--- config.mk ---
export PLATFORM = sky130hd
export DESIGN_NAME = wb_port_arbiter
export DESIGN_NICKNAME = d
export VERILOG_FILES = /design/src/rtl/cpu_pkg.sv /design/src/rtl/wb_fifo.sv /design/src/rtl/wb_port_arbiter.sv
export SDC_FILE = /design/constraint.sdc
export NUM_CORES = 1
export LEC_CHECK = 0
export BUFFER_PORTS_ARGS = -buffer_cell sky130_fd_sc_hd__buf_2
export CORE_MARGIN = 2
export CORE_UTILIZATION = 50
export DETAILED_ROUTE_END_ITERATION = 10
export GPL_TIMING_DRIVEN = 0
export PLACE_DENSITY = 0.82
export SETUP_SLACK_MARGIN = 0.2
export SLEW_MARGIN = 15
export SYNTH_ARGS = -nofsm -noshare
export SYNTH_HDL_FRONTEND = slang
export SYNTH_SLANG_ARGS = --single-unit
--- constraint.sdc ---
create_clock -name clk -period 4.99 [get_ports clk]
set_input_delay 1.2475 -clock clk [delete_from_list [all_inputs] [get_ports clk]]
set_output_delay 1.2475 -clock clk [all_outputs]
set_load 0.05 [all_outputs]
--- src/rtl/cpu_pkg.sv ---
// Shared types for the register-file write-port arbiter: write-source tag,
// default widths, and the long-latency result entry layout.
package cpu_pkg;
  localparam int XLEN_DEF = 32;
  localparam int AW_DEF   = 5;

  typedef enum logic [1:0] {WB_NONE, WB_PIPE, WB_LU} wb_src_t;

  typedef struct packed {
    logic [AW_DEF-1:0]   rd;
    logic [XLEN_DEF-1:0] data;
  } lu_entry_t;
endpackage

--- src/rtl/wb_fifo.sv ---
// Small circular FIFO holding long-latency results; exposes all entries plus
// a valid vector so the arbiter can answer pending-destination queries.
module wb_fifo #(
  parameter int DEPTH = 2,
  parameter int W     = 37,
  localparam int PW   = $clog2(DEPTH),
  localparam int CW   = PW + 1
) (
  input  logic                      clk,
  input  logic                      reset,
  input  logic                      push,
  input  logic                      pop,
  input  logic [W-1:0]              din,
  output logic [CW-1:0]             count,
  output logic [W-1:0]              head,
  output logic [DEPTH-1:0][W-1:0]   entries,
  output logic [DEPTH-1:0]          valid
);
  logic [DEPTH-1:0][W-1:0] mem_q, mem_d;
  logic [PW-1:0]           wr_ptr_q, wr_ptr_d, rd_ptr_q, rd_ptr_d;
  logic [CW-1:0]           count_q, count_d;
  logic [PW-1:0]           off;

  always_comb begin
    mem_d = mem_q;
    if (push) mem_d[wr_ptr_q] = din;
    // power-of-two depth lets the pointers wrap by plain overflow
    wr_ptr_d = wr_ptr_q + PW'(push);
    rd_ptr_d = rd_ptr_q + PW'(pop);
    count_d  = count_q + CW'(push) - CW'(pop);
  end

  always_comb begin
    off   = '0;
    valid = '0;
    for (int i = 0; i < DEPTH; i++) begin
      off      = PW'(i) - rd_ptr_q;
      valid[i] = {1'b0, off} < count_q;
    end
  end

  always_ff @(posedge clk or posedge reset) begin
    if (reset) begin
      mem_q    <= '0;
      wr_ptr_q <= '0;
      rd_ptr_q <= '0;
      count_q  <= '0;
    end else begin
      mem_q    <= mem_d;
      wr_ptr_q <= wr_ptr_d;
      rd_ptr_q <= rd_ptr_d;
      count_q  <= count_d;
    end
  end

  assign count   = count_q;
  assign head    = mem_q[rd_ptr_q];
  assign entries = mem_q;

  a_no_pop_empty: assert property (@(posedge clk) disable iff (reset) !(pop && count_q == '0));
  a_no_overflow:  assert property (@(posedge clk) disable iff (reset) count_q <= CW'(DEPTH));
endmodule

--- src/rtl/wb_port_arbiter.sv ---
// Register-file write-port arbiter: writeback stage wins, queued long-latency
// results drain on idle cycles, and an age counter requests a bubble.
module wb_port_arbiter
  import cpu_pkg::*;
#(
  parameter int XLEN     = XLEN_DEF,
  parameter int AW       = AW_DEF,
  parameter int DEPTH    = 2,
  parameter int MAX_WAIT = 4
) (
  input  logic            clk,
  input  logic            reset,
  input  logic            RegWriteW,
  input  logic [AW-1:0]   RdW,
  input  logic [XLEN-1:0] ResultW,
  input  logic            lu_valid,
  input  logic [AW-1:0]   lu_rd,
  input  logic [XLEN-1:0] lu_data,
  output logic            lu_ready,
  output logic            rf_we,
  output logic [AW-1:0]   rf_wa,
  output logic [XLEN-1:0] rf_wd,
  output logic            wb_stall_req,
  input  logic [AW-1:0]   chk_rd,
  output logic            chk_hit
);
  localparam int W   = AW + XLEN;
  localparam int CW  = $clog2(DEPTH) + 1;
  localparam int AGW = $clog2(MAX_WAIT + 1);

  logic                    pipe_wr, empty, push, pop;
  logic [CW-1:0]           fifo_count;
  logic [W-1:0]            head;
  logic [DEPTH-1:0][W-1:0] entries;
  logic [DEPTH-1:0]        valid;
  wb_src_t                 wb_src;
  logic [AGW-1:0]          age_q, age_d;
  logic                    stall_q, stall_d;

  wb_fifo #(.DEPTH(DEPTH), .W(W)) u_fifo (
    .clk(clk), .reset(reset), .push(push), .pop(pop), .din({lu_rd, lu_data}),
    .count(fifo_count), .head(head), .entries(entries), .valid(valid)
  );

  always_comb begin
    pipe_wr  = RegWriteW && (RdW != '0);
    empty    = (fifo_count == '0);
    // readiness looks only at the registered count, never at a same-cycle pop
    lu_ready = !reset && (fifo_count < CW'(DEPTH));
    push     = lu_valid && lu_ready && (lu_rd != '0);
    wb_src   = pipe_wr ? WB_PIPE : (!empty ? WB_LU : WB_NONE);
    pop      = (wb_src == WB_LU);

    rf_we = 1'b0;
    rf_wa = '0;
    rf_wd = '0;
    case (wb_src)
      WB_PIPE: begin rf_we = 1'b1; rf_wa = RdW;            rf_wd = ResultW;          end
      WB_LU:   begin rf_we = 1'b1; rf_wa = head[W-1 -: AW]; rf_wd = head[XLEN-1:0]; end
      default: ;
    endcase

    // non-empty and not popping means the head is blocked by the pipeline
    if (empty || pop)                   age_d = '0;
    else if (age_q != AGW'(MAX_WAIT))   age_d = age_q + 1'b1;
    else                                age_d = age_q;
    stall_d = (age_d == AGW'(MAX_WAIT));

    chk_hit = 1'b0;
    for (int i = 0; i < DEPTH; i++)
      if (valid[i] && entries[i][W-1 -: AW] == chk_rd) chk_hit = 1'b1;
    chk_hit = chk_hit && (chk_rd != '0);
  end

  always_ff @(posedge clk or posedge reset) begin
    if (reset) begin
      age_q   <= '0;
      stall_q <= 1'b0;
    end else begin
      age_q   <= age_d;
      stall_q <= stall_d;
    end
  end

  assign wb_stall_req = stall_q;

  a_no_x0_write: assert property (@(posedge clk) disable iff (reset) !(rf_we && rf_wa == '0));
endmodule

==> metrics.cfg <==
[status]
outcome=finished, final reports clean

[detailed_routing]
dr_total_vias=3216
drt-initial-drc-count=109
postRouteAntennaNets=0
wl_per_cell_um=16.97
routed_wl_um=10110
first_pass_iters=4
avgViaCountPerCell=5.396
drc=0

[yosys]
ys_types=29
synth-seq-area-share_pct=48.21
muxShareOfSynthArea_pct=28.51
synth_simple_gate_area_share_pct=6.026
synthesis.area_mm2=0.004257
synth.avg_cell_area_um2=12.13
synth_nets=440
synth-xor-area-share_pct=2.881
ys_warn_count=0
synth_fa_ha_area_share_pct=1.764
syn_inst=351
synth_area_leader_cell=dfrtp_1
synth_edf_count=0
synthFlopType=dfrtp_1
synth_top_family_by_area=multiplexers
synthArstFlopShare_pct=100.0
synth_area_leaders=dfrtp_1 48%, mux2_2 20%, mux2i_1 8.9%
synth_compound_area_share_pct=9.053
ys_seq_elements=82
synth_top_area_share_pct=48.21

[power_and_ir_drop]
pwr_density_cell_mw_per_mm2=628.4
p_leak_uw=0.002546
ir_worst_vdd_uv=439.1

[setup_path]
worstSetupPathType=input pin to primary output
critPathLaunchType=input pin
reg2reg_slack_ps=2390
worstSetupEndpointType=primary output
cp_data_required_time_ps=3740
reg2reg_depth=7
cp_max_fo=10
endpoint=rf_wa[2]
critPathArrivalTime_ps=2940
crit_path_start=RdW[4]
reg2reg_to=u_fifo.entries[35]
reg2reg_from=u_fifo.count[1]

[place]
gp_congestion=0.8678
hpwl_um=7438
placedCellCount=580
portBuffers=123
placed_cell_area_mm2=0.005034

[floorplanning]
row_count=33
start_util_pct=51.80
dieWidth_um=96.27
dieArea_mm2=0.009267
num_io_pins=124
core_mm2=0.008217
chipHeight_um=96.27

[timing]
hold_viol=0
worst_pin_slew_ps=878.7
finalCriticalPeriod_ps=4185
timing.final.crit_share_pct=83.87
tns_ps=0
fmax_ghz=0.2389
rsz0062_at_grt=no
max-slew-margin-rel_pct=41.42
skew_ps=6.427
finalMaxSlewViolations=0
setup_viol=0

[clock_network]
numCtsBuffers=9
clkTransAtPathRegs_ps=80
clock_tree.root_cell=clkbuf_8
worstSkewPairLatency_ps=350
clock-sinks=82
cts_resized=0
cts-htree-levels=3
cts.path.max_buffers=2
tritoncts=yes
hold_buffers=0
cts_setup_buffers=0

[global_routing]
track_usage_pct=23.06
grt_pass1_vias=3192
grt_start_max_net_pins=50
grt_pass1_wl_um=15900
antenna_found_initial=0
overflow=0

[finish]
syn_to_final_growth_pct=23.28
fin_util_pct=63.86
fin_nets=575
n_antenna_cell=0
multiInputGateArea_mm2=0.002053
regArea_mm2=0.002052
drive_above_1_share_pct=49.08
layout.cells.non_filler=596
fill_cells=664
final_cell_area_mm2=0.005248

[hold_path]
hold_path.class=register to register

[job]
maxCapViolCount=0

==> layout make-up <==
type | instances | area share, %
plain buffers | 24 | 2.313
clock buffers | 12 | 3.147
clock inverters | 4 | 0.9299
inverters | 8 | 0.6199
multi-input cells | 237 | 39.13
flip-flops and latches | 82 | 39.10
well taps | 105 | 2.504
repair buffers | 124 | 12.26
==> state kept, by name, summed over array words and instances, names as in the netlist <==
name and count:
wb_stall_req 1, u_fifo.rd_ptr_q 1, age_q 3, u_fifo.wr_ptr_q 1
u_fifo.count 2, u_fifo.entries 74
==> metrics by stage <==
step                worst slack (ps)  total power (uW)  hold slack [ps]
global route                   688.6              3500            517.8
finish                         804.8              3297            508.0
floorplan                      442.5              2423            480.0
CTS                            816.6              3315            513.2
global placement               747.8              2739            487.7
detailed placement             818.9              2810            495.8
==> per-layer routing <==
layer | vias to the layer above | global-route usage (%) | share of wire, %
met5 | - | 0 | 0
met4 | 0 | 6.310 | 1.6
met3 | 12 | 5.560 | 5.6
met2 | 105 | 38.31 | 48
met1 | 1568 | 30.18 | 45
li1 | 1531 | - | -
==> synth_stat cells, drive strengths merged (6+ instances only) <==
cell and number:
dfrtp 82, mux2 74, nand2 40, mux2i 38
o31ai 35, buf 16, clkbuf 8, inv 8
xnor2 7, xor2 7, ha 6, o21ai 6
==> worst min path at each step <==
stage / start / end / slack (ps) / cells after the start
floorplan: u_fifo.entries[0] / u_fifo.entries[0] / 480 / 1
global placement: u_fifo.entries[8] / u_fifo.entries[8] / 490 / 1
detailed placement: u_fifo.entries[6] / u_fifo.entries[6] / 500 / 1
CTS: u_fifo.entries[6] / u_fifo.entries[6] / 510 / 1
global route: u_fifo.entries[65] / u_fifo.entries[65] / 520 / 1
finish: u_fifo.entries[68] / u_fifo.entries[68] / 510 / 1
==> critical path, cell delays in order <==
cell,delay (ps)
buf_2,100
or3_4,400
o31a_1,310
buf_6,170
buf_6,160
o31ai_2,240
buf_2,300
==> kinds of logic (layout without fill, tap and decap cells) <==
kind of cell               after synthesis  after routing
and+or+nand+nor                         58             58
DFF                                     82             82
xor gates and xnor gates                14             14
adders and majority gates                6              6
AOI/OAI and AO/OA                       47             47
muxes                                  112            112
buffers and inverters                   32            172
==> cell usage in the layout, fill, tap and decap left out, types with 2 or more instances in the layout <==
cell type  netlist  routed
o31ai_2          8       8
dfrtp_1         82      82
a21oi_1          3       3
nor4_1           3       3
mux2_2          74      74
nand3_1          2       2
buf_6            2       2
o31ai_1         26      26
nand2_1         40      40
ha_1             6       6
buf_2           13     136
clkinv_2         0       2
o21ai_0          6       6
clkbuf_8         0      12
clkbuf_1         8       8
nor3_1           4       4
mux2i_1         38      38
xnor2_1          7       7
nor2_1           4       4
xor2_1           7       7
inv_1            8       7
==> where the power goes <==
part	internal, uW	total [uW]	switching (uW)
clock network	272	509	237
registers	993	1180	190
logic	642	1610	964
(Power assumes the default switching activity.)
